--- src/rtl/arb4x1_8bits.sv ---
// rtl/arb4x1_8bits.sv - four-lane to one round-robin FIFO drain arbiter (option: ARB_STRICT_PRIO_EN)
module arb4x1_8bits #(
    parameter int         DATA_WIDTH = 8,
    parameter logic [1:0] PTR_RST    = 2'd0
) (
    input  logic                  clk_f,
    input  logic                  reset_L,
    input  logic                  init,
    input  logic [3:0]            lane_en,
    input  logic [DATA_WIDTH-1:0] data_0,
    input  logic [DATA_WIDTH-1:0] data_1,
    input  logic [DATA_WIDTH-1:0] data_2,
    input  logic [DATA_WIDTH-1:0] data_3,
    input  logic                  empty_0,
    input  logic                  empty_1,
    input  logic                  empty_2,
    input  logic                  empty_3,
    input  logic                  almost_full_out,
    output logic                  pop_0,
    output logic                  pop_1,
    output logic                  pop_2,
    output logic                  pop_3,
    output logic [DATA_WIDTH-1:0] data_out,
    output logic                  valid_out,
    output logic [1:0]            grant,
    output logic                  idle,
    output logic [1:0]            state
);

    typedef enum logic [1:0] {
        ST_RESET  = 2'b00,
        ST_INIT   = 2'b01,
        ST_IDLE   = 2'b10,
        ST_ACTIVE = 2'b11
    } state_t;

    state_t                state_q;
    state_t                state_d;
    logic [3:0]            lane_mask;
    logic [3:0]            req;
    logic [1:0]            scan_base;
    logic [2:0]            pick;
    logic                  do_pop;
    logic [1:0]            sel_idx;
    logic [3:0]            pop_vec;
    logic [DATA_WIDTH-1:0] lane_data [4];

    // Returns {found, lane}: first requesting lane scanning base, base+1, ... modulo 4.
    function automatic logic [2:0] pick_lane(input logic [3:0] r, input logic [1:0] base);
        logic [2:0] res;
        logic [1:0] idx;
        res = 3'b000;
        for (int k = 3; k >= 0; k--) begin
            idx = base + 2'(k);
            if (r[idx]) begin
                res = {1'b1, idx};
            end
        end
        return res;
    endfunction

    assign lane_data[0] = data_0;
    assign lane_data[1] = data_1;
    assign lane_data[2] = data_2;
    assign lane_data[3] = data_3;

    assign req     = ~{empty_3, empty_2, empty_1, empty_0} & lane_mask;
    assign pick    = pick_lane(req, scan_base);
    assign sel_idx = pick[1:0];

    // A pop needs an active scheduler, no pending re-init, downstream room and a requester.
    assign do_pop  = (state_q == ST_ACTIVE) && !init && !almost_full_out && pick[2];
    assign pop_vec = do_pop ? (4'b0001 << sel_idx) : 4'b0000;
    assign {pop_3, pop_2, pop_1, pop_0} = pop_vec;
    assign state   = state_q;

`ifdef ARB_STRICT_PRIO_EN
    // Fixed priority: always start the scan at lane 0.
    assign scan_base = 2'd0;
`else
    logic [1:0] ptr;
    assign scan_base = ptr;

    // Round-robin pointer moves just past the lane that was served.
    always_ff @(posedge clk_f or negedge reset_L) begin
        if (!reset_L) begin
            ptr <= PTR_RST;
        end else if (do_pop) begin
            ptr <= sel_idx + 2'd1;
        end
    end
`endif

    // Next-state logic; init from IDLE/ACTIVE always wins over traffic.
    always_comb begin
        state_d = state_q;
        case (state_q)
            ST_RESET:  state_d = ST_INIT;
            ST_INIT:   if (!init) state_d = ST_IDLE;
            ST_IDLE: begin
                if (init)          state_d = ST_INIT;
                else if (|req)     state_d = ST_ACTIVE;
            end
            ST_ACTIVE: begin
                if (init)          state_d = ST_INIT;
                else if (!(|req))  state_d = ST_IDLE;
            end
            default:   state_d = ST_RESET;
        endcase
    end

    // State register and registered idle flag tracking the IDLE state.
    always_ff @(posedge clk_f or negedge reset_L) begin
        if (!reset_L) begin
            state_q <= ST_RESET;
            idle    <= 1'b0;
        end else begin
            state_q <= state_d;
            idle    <= (state_d == ST_IDLE);
        end
    end

    // Lane mask is captured only while sitting in INIT with init held high.
    always_ff @(posedge clk_f or negedge reset_L) begin
        if (!reset_L) begin
            lane_mask <= 4'b1111;
        end else if (state_q == ST_INIT && init) begin
            lane_mask <= lane_en;
        end
    end

    // Output word register: popped word appears one cycle after its pop.
    always_ff @(posedge clk_f or negedge reset_L) begin
        if (!reset_L) begin
            data_out  <= '0;
            valid_out <= 1'b0;
            grant     <= 2'd0;
        end else if (do_pop) begin
            data_out  <= lane_data[sel_idx];
            valid_out <= 1'b1;
            grant     <= sel_idx;
        end else begin
            valid_out <= 1'b0;
        end
    end

endmodule
--- config.mk ---
export PLATFORM = sky130hd
export DESIGN_NAME = arb4x1_8bits
export DESIGN_NICKNAME = d
export VERILOG_FILES = /design/src/rtl/arb4x1_8bits.sv
export SDC_FILE = /design/constraint.sdc
export NUM_CORES = 1
export LEC_CHECK = 0
export ABC_CLOCK_PERIOD_IN_PS = 2300
export CORE_MARGIN = 1
export CORE_UTILIZATION = 41
export CTS_CLUSTER_DIAMETER = 120
export DETAILED_ROUTE_END_ITERATION = 10
export HOLD_SLACK_MARGIN = 0.03
export PLACE_DENSITY_LB_ADDON = 0.3
export SYNTH_ARGS = -nofsm -noshare
export SYNTH_HDL_FRONTEND = slang
export SYNTH_SLANG_ARGS = --single-unit
--- constraint.sdc ---
create_clock -name clk_f -period 2.3 [get_ports clk_f]
set_clock_uncertainty 0.05 [all_clocks]
set_input_delay 0.46 -clock clk_f [delete_from_list [all_inputs] [get_ports clk_f]]
set_output_delay 0.46 -clock clk_f [all_outputs]
set_load 0.01 [all_outputs]
# ---- After elaboration in Yosys (flattened, before gate mapping)
# Index checks and enable logic that the tools add are counted.
# W data, S select, Z words.
dict set report word_totals {
  latchBits 0
  ramBits 0
  regBits 20
  romBits 0
  memories 0
  input_bits 44
}
dict set report classes {
  eq_ne 4
  div 0
  magnitude_cmp 5
  shifts 1
  bitwise_logic 3
  n_mux 23
  n_addsub 4
  reduce_logical 8
  mul 0
}
# cell n
set ops {}
lappend ops {{$bmux W8 S2} 1}
lappend ops {{$mux W8} 2}
lappend ops {{$lt A2 B3 Y1 const B} 4}
lappend ops {{$mux W3} 4}
lappend ops {{$mux W2} 5}
lappend ops {{$bmux W1 S2} 4}
lappend ops {{$pmux W2 S4} 1}
lappend ops {{$eq A2 B2 Y1 const B} 3}
lappend ops {{$mux W1} 5}
lappend ops {{$add A2 B1 Y2 const B} 2}
lappend ops {{$add A2 B2 Y2 const B} 2}
lappend ops {{$and A4 B4 Y4} 1}
lappend ops {{$logic_and A1 B1 Y1} 4}
lappend ops {{$mux W4} 1}
lappend ops {{$not A4 Y4} 1}
lappend ops {{$reduce_or A4 Y1} 1}
lappend ops {{$shl A1 B2 Y4 const A} 1}
lappend ops {{$ge A3 B3 Y1 const B} 1}
lappend ops {{$not A2 Y3} 1}
lappend ops {{$eq A2 B1 Y1 const B} 1}
lappend ops {{$logic_not A1 Y1} 2}
lappend ops {{$logic_not A2 Y1} 1}

# ---- Longest topological paths before layout
# Gate-level depths: netlist of run 1.
dict set report depth {
  ltp_word 12
  ltp_mapped 8
  depth_no_buf 6
}

# ---- Least setup slack after synthesis of run 1
# OpenSTA, ideal clock, no wires.
dict set report synth_path {
  kind {register -> output}
  startpoint {register lane_mask[0]}
  endpoint {output port pop_0}
  slack_ns 0.192
  stages_incl_launch_ff 7
  n_path_buf 1
  arrival_ns 1.598
  required_time_ns 1.790
  path_cell_list {dfstp_2 nor2b_4 o31ai_2 nor4b_4 buf_2 nand2_1 nor2_1}
}
dict set report synth_between {
  elab_chain_cells 9
  elab_cells_between_ends 16
  classes_between {1 x shift; 13 x mux; 1 x bitwise; 1 x reduce/logical}
}
# item line
set synth_rtl {}
lappend synth_rtl {{start: declaration} 39} ;# logic [3:0] lane_mask;
lappend synth_rtl {{start signal: assignment} 128} ;# lane_mask <= lane_en;
lappend synth_rtl {{$and A4 B4 Y4 (*)} 67} ;# assign req = ~{empty_3, empty_2, empty_1, empty_0} & lane_mask;
lappend synth_rtl {{$bmux W1 S2} 55} ;# if (r[idx]) begin
lappend synth_rtl {{$mux W1 (implied by the code)} 55}
lappend synth_rtl {{$mux W3 (3 in series)} 55}
lappend synth_rtl {{$mux W3 (*)} 55}
lappend synth_rtl {{$logic_and A1 B1 Y1 (*)} 72} ;# assign do_pop = (state_q == ST_ACTIVE) && !init && !almost_full_out && pick[2];
lappend synth_rtl {{net do_pop} 43} ;# logic do_pop;
lappend synth_rtl {{$mux W4 (*)} 73} ;# assign pop_vec = do_pop ? (4'b0001 << sel_idx) : 4'b0000;
lappend synth_rtl {{end: declaration} 19} ;# output logic pop_0,
# The timed path passes the listed nets; every way through them passes the cells marked *. The select of a mux whose other input is x is not followed.

# ---- Final worst setup path of run 1
dict set report layout_path {
  startpoint {register lane_mask[0]}
  endpoint {output port pop_3}
}
dict set report layout_between {
  elab_chain_cells 9
  elab_cells_between_ends 16
  classes_between {1 x shift; 13 x mux; 1 x bitwise; 1 x reduce/logical}
}
# item line
set layout_rtl {}
lappend layout_rtl {{$and A4 B4 Y4 (*)} 67}
lappend layout_rtl {{$bmux W1 S2} 55}
lappend layout_rtl {{$mux W1 (implied by the code)} 55}
lappend layout_rtl {{$mux W3 (3 in series)} 55}
lappend layout_rtl {{$mux W3 (*)} 55}
lappend layout_rtl {{$shl A1 B2 Y4 / $logic_and A1 B1 Y1 (equally long branches)} {73, 72}}
lappend layout_rtl {{$mux W4 (*)} 73}
lappend layout_rtl {{end: declaration} 22} ;# output logic pop_3,
# Every way passes the cells marked *; elsewhere a longest branch is shown, timed or not. The select of a mux whose other input is x is not followed.

==> results of run 1 <==
==> metal layers <==
metal	part of all wire (%)	wire length [um]	GRT usage (%)
met1	41	1650	31.0
met2	51	2060	42.4
met3	6.2	248	5.80
met4	1.4	55	6.12
met5	0	0	0
==> area by class of cell <==
| type | instances | area [sq um] | share of cell area (%) |
|---|---|---|---|
| multi-input combinational | 104 | 786 | 35.0 |
| clock buffer | 4 | 36.3 | 1.62 |
| inverter | 3 | 11.3 | 0.502 |
| tap | 44 | 55.1 | 2.46 |
| sequential | 20 | 505 | 22.5 |
| timing repair buffer | 94 | 848 | 37.8 |
==> cell families after synthesis <==
| family | Yosys count | synth area share (%) |
|---|---|---|
| and+or+nand+nor | 45 | 21.7 |
| xor gates and xnor gates | 1 | 0.674 |
| muxes | 13 | 10.5 |
| buffers and inverters | 9 | 3.85 |
| AOI/OAI and AO/OA | 45 | 24.4 |
| DFF | 20 | 38.9 |
==> power by group through the flow <==
stage | combinational, mW | sequential [mW] | clock [mW]
floorplan | 0.502 | 0.625 | 0
global placement | 1.01 | 0.591 | 0
detailed placement | 1.03 | 0.600 | 0
CTS | 1.11 | 0.596 | 0.222
global route | 1.23 | 0.612 | 0.235
finish | 1.14 | 0.598 | 0.217
==> path summary, 6_finish.rpt <==
kind | end | slack (ns) | cells after the start
min in group clk_f | data_out[7] | 0.47 | 1
min | data_out[6] | 0.42 | 1
min reg2reg | data_out[7] | 0.47 | 1
max in group asynchronous | data_out[7] | 1.22 | 2
max reg2reg | data_out[5] | 0.15 | 8
max | pop_3 | -0.12 | 8
==> stage by stage <==
stage          setup WS, ns  area, sq um
2_1_floorplan         0.192         1300
3_3_place_gp         -0.524         2100
3_5_place_dp         -0.577         2100
4_1_cts              -0.129         2220
5_1_grt              -0.222         2240
6_report             -0.116         2240
==> registers in the layout (all words and copies together), names as in the netlist <==
register,flops
data_out,8
lane_mask,4
grant,2
ptr,2
state,2
idle,1
valid_out,1
==> timing repair <==
action,CTS,global route
pin swaps,13,7
buffers inserted,10,1
setup endpoints to repair,4,8
gates resized for setup,30,5
==> cell usage in the layout (no fill, tap or decap), types with 3 or more instances in the layout <==
cell	n
sky130_fd_sc_hd__clkdlybuf4s50_1	53
sky130_fd_sc_hd__buf_4	29
sky130_fd_sc_hd__dfrtp_1	16
sky130_fd_sc_hd__nand2_1	11
sky130_fd_sc_hd__o211ai_1	10
sky130_fd_sc_hd__a21oi_1	10
sky130_fd_sc_hd__o21ai_0	8
sky130_fd_sc_hd__nand4_1	8
sky130_fd_sc_hd__mux2i_1	8
sky130_fd_sc_hd__o22a_1	8
sky130_fd_sc_hd__nor2_1	7
sky130_fd_sc_hd__mux2_2	5
sky130_fd_sc_hd__dlygate4sd2_1	4
sky130_fd_sc_hd__dfstp_2	4
sky130_fd_sc_hd__buf_2	4
sky130_fd_sc_hd__buf_6	4
sky130_fd_sc_hd__nand2_4	3
sky130_fd_sc_hd__clkbuf_4	3
==> results by stage, run 1 <==
Pwr:
- The internal power component is 1.24 mW.
- The net switching power is 0.719 mW.
- The peak supply drop is 522 uV.
- Per report_power, the sequential group accounts for 30.6% of the total.
- The total leakage power is 0.965 nW.
- Combinational logic burns 58.3% of the power.
- The switching power as a share of total power is 36.8%.
- In this run the power density over the cells is 872 mW/mm^2.
- The completed layout was analyzed and its total power is 1.96 mW.
- The clock network accounts for 11.1% of the total power.

Synthesis:
- After synthesis, the most frequently instantiated cells are 16 x sky130_fd_sc_hd__dfrtp_1, 12 x sky130_fd_sc_hd__nand2_1, 10 x sky130_fd_sc_hd__a21oi_1, 10 x sky130_fd_sc_hd__o211ai_1, 9 x sky130_fd_sc_hd__o21ai_0.
- The count of warnings emitted by yosys is 0.
- The mean post-synth cell area is 9.77 sq um.
- Yosys attributes the largest share of cell area to sky130_fd_sc_hd__dfrtp_1 31%, sky130_fd_sc_hd__dfstp_2 8.1%, sky130_fd_sc_hd__mux2i_1 6.2%, sky130_fd_sc_hd__o211ai_1 5.8%, sky130_fd_sc_hd__o22a_1 5.4%.
- Counting flops with an async set or reset pin after synthesis yields a share of 100%.
- The area share of the largest cell type after synthesis is 30.8%.
- The count of flip-flops with a built-in enable after synthesis is 0.
- The library cell occupying the most area in the post-synthesis netlist is sky130_fd_sc_hd__dfrtp_1.
- The synthesized instance count is 133.
- Among all flip-flop cells after synthesis, the most frequent one is sky130_fd_sc_hd__dfrtp_1.
- The number of nets handed over by synthesis was 177.
- The sequential area share after synthesis is 38.9%.
- Synthesis instantiated 37 different standard cells from the library.
- The netlist area before placement is 0.00130 sq mm.
- The most repeated cell in the gate-level netlist after synthesis is sky130_fd_sc_hd__dfrtp_1.
- The total of flip-flops plus latches after synthesis is 20.

CTS:
- The maximum level of the CTS H-tree is 1.
- The tree is rooted in a sky130_fd_sc_hd__clkbuf_4.
- Clock-pin slew was measured on the worst setup and hold paths at 0.12 ns.
- The clock net in this run drives a total of 20 sinks.
- The maximum clock path buffer count is 2.
- TritonCTS created 3 clock buffers.
- Hold repair after CTS inserted 0 buffers.
- The later pin in the worst-skew pair is clocked with a latency of 0.32 ns.
- TritonCTS built the clock tree.

Setup path:
- The critical path's top delay family is flip-flops.
- The launch point of the critical path is lane_mask[0].
- The worst-path cell with the longest stage delay is sky130_fd_sc_hd__dfstp_2.
- The largest fanout on the critical path is 3.
- The largest single stage delay on the critical path is 0.55 ns.
- The data required time of the critical path is 1.79 ns.
- The number of buffer and inverter stages on the critical path is 3.
- Walking the worst path, the cells encountered are nor2b_4 -> buf_6 -> and2_4 -> o221ai_2 -> o211ai_1 -> buf_4 -> nor2_1 -> buf_2.
- The category of the worst setup path launch point is a flip-flop.
- The sort of element at the end of the critical path is an output port.
- The arrival time of data at the critical path endpoint is 1.91 ns.
- The worst setup path category is flip-flop to output port.
- In this run the critical register-to-register path is launched from lane_mask[0].

Timing:
- The measured slew at the worst slew-check pin is 0.553 ns.
- The smallest setup slack after layout is -0.116 ns.
- The total count of max-transition violations in the final report was 0.
- The final-layout setup total negative slack is -0.355 ns.
- Of the available clock period, the critical path in the final layout requires 105%.
- The fmax is 0.414 GHz.
- Setup repair after global routing could not meet its margin everywhere.
- Hold is met by 0.421 ns.
- The number of endpoints failing setup at the final stage is 4.
- After layout, the minimum clock period comes to 2.42 ns.
- Headroom to the max-slew limit came out at 63.0%.
- The count of endpoints failing hold in the final timing report is 0.

Floorplan:
- In this run the vertical extent of the chip is 58.3 um.
- The effective utilization at floorplan is 42.9%.
- The total area inside the core boundary comes to 0.00303 sq mm.
- The die boundary width is 58.3 um.
- The die covers 0.00340 sq mm.
- The number of core rows is 20.
- The total I/O pin count is 62.

Placed design:
- The HPWL after detailed placement is 3.00 mm.
- Routability-driven placement finished with a final weighted congestion of 0.931.
- Including well taps, the total number of placed cells is 255.
- The number of I/O port buffers is 61.

Final layout:
- The finished layout holds 269 standard cells, fillers aside.
- The post-route netlist has 29.8% of its cells at a drive strength greater than 1.
- Fill cells in the final layout number 222.
- 0 antenna diodes ended up in the layout.
- From synthesis to final layout, the design area changed by 72.6%.
- The net count of the finished layout is 270.
- The post-route core utilization is 74.0%.

Route:
- The total via count after detailed routing is 1,448.
- The final routed wirelength across all metal layers is 4.02 mm.
- In this run the remaining antenna-violating nets after routing total 0.
- The number of detailed-route iterations in the first pass is 4.
- The via-per-instance ratio is 5.38.
- The post-detailed-route DRC marker count is 0.
- The violation count after the first detailed-routing iteration is 55.
- The routed length per instance is 14.9 um.

Global routing:
- The first-pass GRT wire length is 6.27 mm.
- The number of global-route vias before repair was 1,407.
- Entering global routing, the biggest net connects 20 pins.
- Global routing finished with a remaining overflow of 0.
- The overall routing resource usage is 24.6%.
- The number of antenna violations at the first check in global routing was 0.

Min path:
- The worst hold path class is input pin to async pin.

Run status:
- The checks that failed: negative setup slack.
- The run finished, with violations left.

Run:
- The number of violations of the max-capacitance limit is 0.
Power figures use the tool's default switching activity.
==> run 2: changes to the inputs <==
--- a/config.mk
+++ b/config.mk
@@ -12,6 +12,8 @@
 export DETAILED_ROUTE_END_ITERATION = 10
 export HOLD_SLACK_MARGIN = 0.03
 export PLACE_DENSITY_LB_ADDON = 0.3
+export RECOVER_POWER = 100
 export SYNTH_ARGS = -nofsm -noshare
 export SYNTH_HDL_FRONTEND = slang
 export SYNTH_SLANG_ARGS = --single-unit
+export TNS_END_PERCENT = 100
==> results by stage, run 2 (synthesis results as in run 1) <==
Run status:
- The run finished, with violations left.
- The final reports fail on negative setup slack.

Timing:
- Based on the critical path, the design can be clocked at up to 0.414 GHz.
- Setup repair after global routing could not meet its margin everywhere.
- The total count of max-transition violations in the final report is 0.
- Setup violations remaining at the end of the flow were counted as 4.
- The post-route clock period utilization is 105%.
- The count of endpoints failing hold in the final timing report is 0.
- The final-layout worst hold slack is 0.468 ns.
- At the pin with the least slew margin, the transition time is 0.567 ns.
- The minimum clock period is 2.42 ns.
- In the post-route analysis, the smallest setup slack over all paths is -0.117 ns.
- The worst slew margin relative to its limit is 62.2%.

Global routing:
- In the global route stage, overall resource usage came out at 24.6%.
- The number of global-route vias before repair was 1,407.
- The first-pass GRT wire length is 6.27 mm.
- The number of antenna violations at the first check in global routing came to 0.
- After global routing the overflow that remains totals 0.
- The largest net degree at the start of global routing is 20.

CTS:
- Clock tree synthesis found a total of 20 sinks.
- The number of buffers inserted for hold repair after clock tree synthesis is 0.
- The cell at the root of the clock tree is sky130_fd_sc_hd__clkbuf_4.
- The CTS tree is yes.
- The maximum level of the CTS H-tree is 1.
- The maximum clock path buffer count is 2.
- Counting the buffers created by CTS gives 3.
- The post-CTS clock slew at the launch and capture registers of the worst setup and hold paths is 0.12 ns.
- The clock latency of the later-clocked register in the worst-skew pair is 0.32 ns.

Route:
- The violation count after the first detailed-routing iteration is 51.
- The total via count after detailed routing is 1,440.
- The post-detailed-route count of antenna-violating nets is 0.
- The final routed wirelength across all metal layers is 4.00 mm.
- The routed length per instance is 14.9 um.
- After detailed routing, the number of remaining DRC violations is 0.
- In the routed layout, each cell is associated on average with a via count of 5.35.
- The number of detailed-route iterations in the first pass is 4.

Setup path:
- The critical path runs through a total of 8 cells.
- The biggest cell delay along the critical path is 0.55 ns.
- The signal on the critical path passes through nor2b_4 -> buf_6 -> and2_4 -> o221ai_2 -> o211ai_1 -> buf_4 -> nor2_1 -> buf_2.
- The worst register-to-register path ends at data_out[5].
- The slack of the worst reg-to-reg path is 0.16 ns.
- The sort of element at the end of the critical path is an output port.
- The category of the worst setup path launch point is a flip-flop.
- STA puts the critical path data required time at 1.79 ns.
- The worst-path cell with the longest stage delay is sky130_fd_sc_hd__dfstp_2.
- The startpoint identified for the worst register-to-register timing path is lane_mask[0].
- Together, buffers and inverters on the worst path number 3.
- The critical path capture point is pop_3.
- For the worst setup path, the data arrival time is 1.91 ns.
- The critical path's top delay family is flip-flops.
- The logic depth of the worst register-to-register path is 8.
- Of all nets on the critical path, the largest fanout is 3.
- The launch point of the critical path is lane_mask[0].
- The worst setup path category is flip-flop to output port.

Final layout:
- The largest registers in the layout are data_out x8, lane_mask x4.
- The share of final-layout standard cells stronger than drive strength 1 is 29.3%.
- The register with the highest flop count is data_out.
- The most common cell after layout, fill and taps aside is sky130_fd_sc_hd__clkdlybuf4s50_1.
- For this run, the number of standard cells in the final layout without fillers is 269.
- The post-layout instance area is 0.00224 sq mm.
- The register with the most flip-flops in the layout has 8 of them.
- The area overhead of the layout relative to synthesis is 72.4%.
- The final layout contains 270 nets.
- 0 antenna diodes ended up in the layout.
- In the layout the commonest cells are 40 x sky130_fd_sc_hd__clkdlybuf4s50_1, 27 x sky130_fd_sc_hd__buf_4, 16 x sky130_fd_sc_hd__dfrtp_1, 13 x sky130_fd_sc_hd__dlygate4sd3_1, 11 x sky130_fd_sc_hd__nand2_1.

Min path:
- The worst hold path belongs to the class flip-flop to flip-flop.

Floorplan:
- The die boundary width is 58.3 um.
- The effective utilization at floorplan is 42.9%.
- The number of core rows is 20.
- The die covers 0.00340 sq mm.
- From bottom edge to top edge, the die measures 58.3 um.
- The core area is 0.00303 sq mm.
- The total I/O pin count is 62.

Pwr:
- In this run the power density over the cells is 857 mW/mm^2.
- The design draws 1.92 mW.
- The peak supply drop is 506 uV.
- For this design the static power due to leakage is 0.969 nW.

Placed design:
- At the end of routability-driven placement, the weighted congestion stood at 0.931.
- The placed standard-cell area is 0.00210 sq mm.
- In this run the tool buffered the top-level ports with 61 buffer cells.
- Counting tap cells, the placed design contains a total of 255 instances.
- After legalization and detailed placement, the total HPWL measured 3.00 mm.
- The post-place setup slack is -0.577 ns.

Run:
- The number of violations of the max-capacitance limit is 0.
## run 2: changes by cell type in the layout (fill, tap and decap cells not counted)
cell,before,now
sky130_fd_sc_hd__clkbuf_1,0,1
sky130_fd_sc_hd__and2_0,0,1
sky130_fd_sc_hd__dlygate4sd3_1,0,13
sky130_fd_sc_hd__clkdlybuf4s50_1,53,40
sky130_fd_sc_hd__clkbuf_4,3,4
sky130_fd_sc_hd__buf_4,29,27
sky130_fd_sc_hd__and2_1,1,0
## run 2: worst reg2reg max path: cells and delay by family, from the launching register on
family / cells / cell delay, ns
AOI/OAI and AO/OA: 4 / 0.98
buffers and inverters: 2 / 0.22
DFF: 1 / 0.55
and+or+nand+nor: 2 / 0.28
## run 2: how the worst min path moves through the flow
stage                start           to  slack, ns  depth (start not counted)
2_1_floorplan      reset_L  data_out[0]       0.11                          0
3_3_place_gp   data_out[6]  data_out[6]       0.44                          1
3_5_place_dp      grant[1]     grant[1]       0.45                          1
6_report       data_out[7]  data_out[7]       0.47                          1
5_1_grt        data_out[6]  data_out[6]       0.48                          1
4_1_cts            reset_L  data_out[6]       0.44                          1
## run 2: where the power goes
part	total (mW)	internal, mW	switching [mW]
sequential	0.595	0.496	0.0988
combinational	1.11	0.612	0.495
clock	0.217	0.0970	0.120
## run 2: what timing repair did
item | in CTS | in global routing
buffers inserted | 10 | 1
setup endpoints to repair | 4 | 8
resized for setup | 30 | 5
pin swaps | 13 | 7
## run 2: per-layer routing
metal / part of all wire, % / vias up / global-route usage [%]
met4: 1.3 / 0 / 6.12
met5: 0 / - / 0
met1: 41 / 682 / 31.0
met2: 51 / 66 / 42.4
met3: 6.4 / 7 / 5.80
li1: - / 685 / -
## run 2: final cells by class
cell class              instances  area, sq um
well taps                      44         55.1
clock buffers                   4         36.3
fillers                       222          790
inverters                       3         11.3
flip-flops and latches         20          505
multi-input cells             104          786
repair buffers                 94          845
## run 2: per-stage QoR
step	util, %	setup TNS, ns
after global placement	69.3	-3.01
final	73.9	-0.358
after CTS	73.4	-0.390
after floorplan	-	0
after global routing	73.9	-0.800
after detailed placement	69.3	-3.79
==> run 3: changes to the inputs <==
--- a/config.mk
+++ b/config.mk
@@ -9,10 +9,12 @@
 export CORE_MARGIN = 1
 export CORE_UTILIZATION = 41
 export CTS_CLUSTER_DIAMETER = 120
+export CTS_CLUSTER_SIZE = 24
 export DETAILED_ROUTE_END_ITERATION = 10
 export HOLD_SLACK_MARGIN = 0.03
 export PLACE_DENSITY_LB_ADDON = 0.3
 export RECOVER_POWER = 100
+export SLEW_MARGIN = 15
 export SYNTH_ARGS = -nofsm -noshare
 export SYNTH_HDL_FRONTEND = slang
 export SYNTH_SLANG_ARGS = --single-unit
==> results of run 3 <==
Final layout, timing and power as in run 2 (identical DEF).
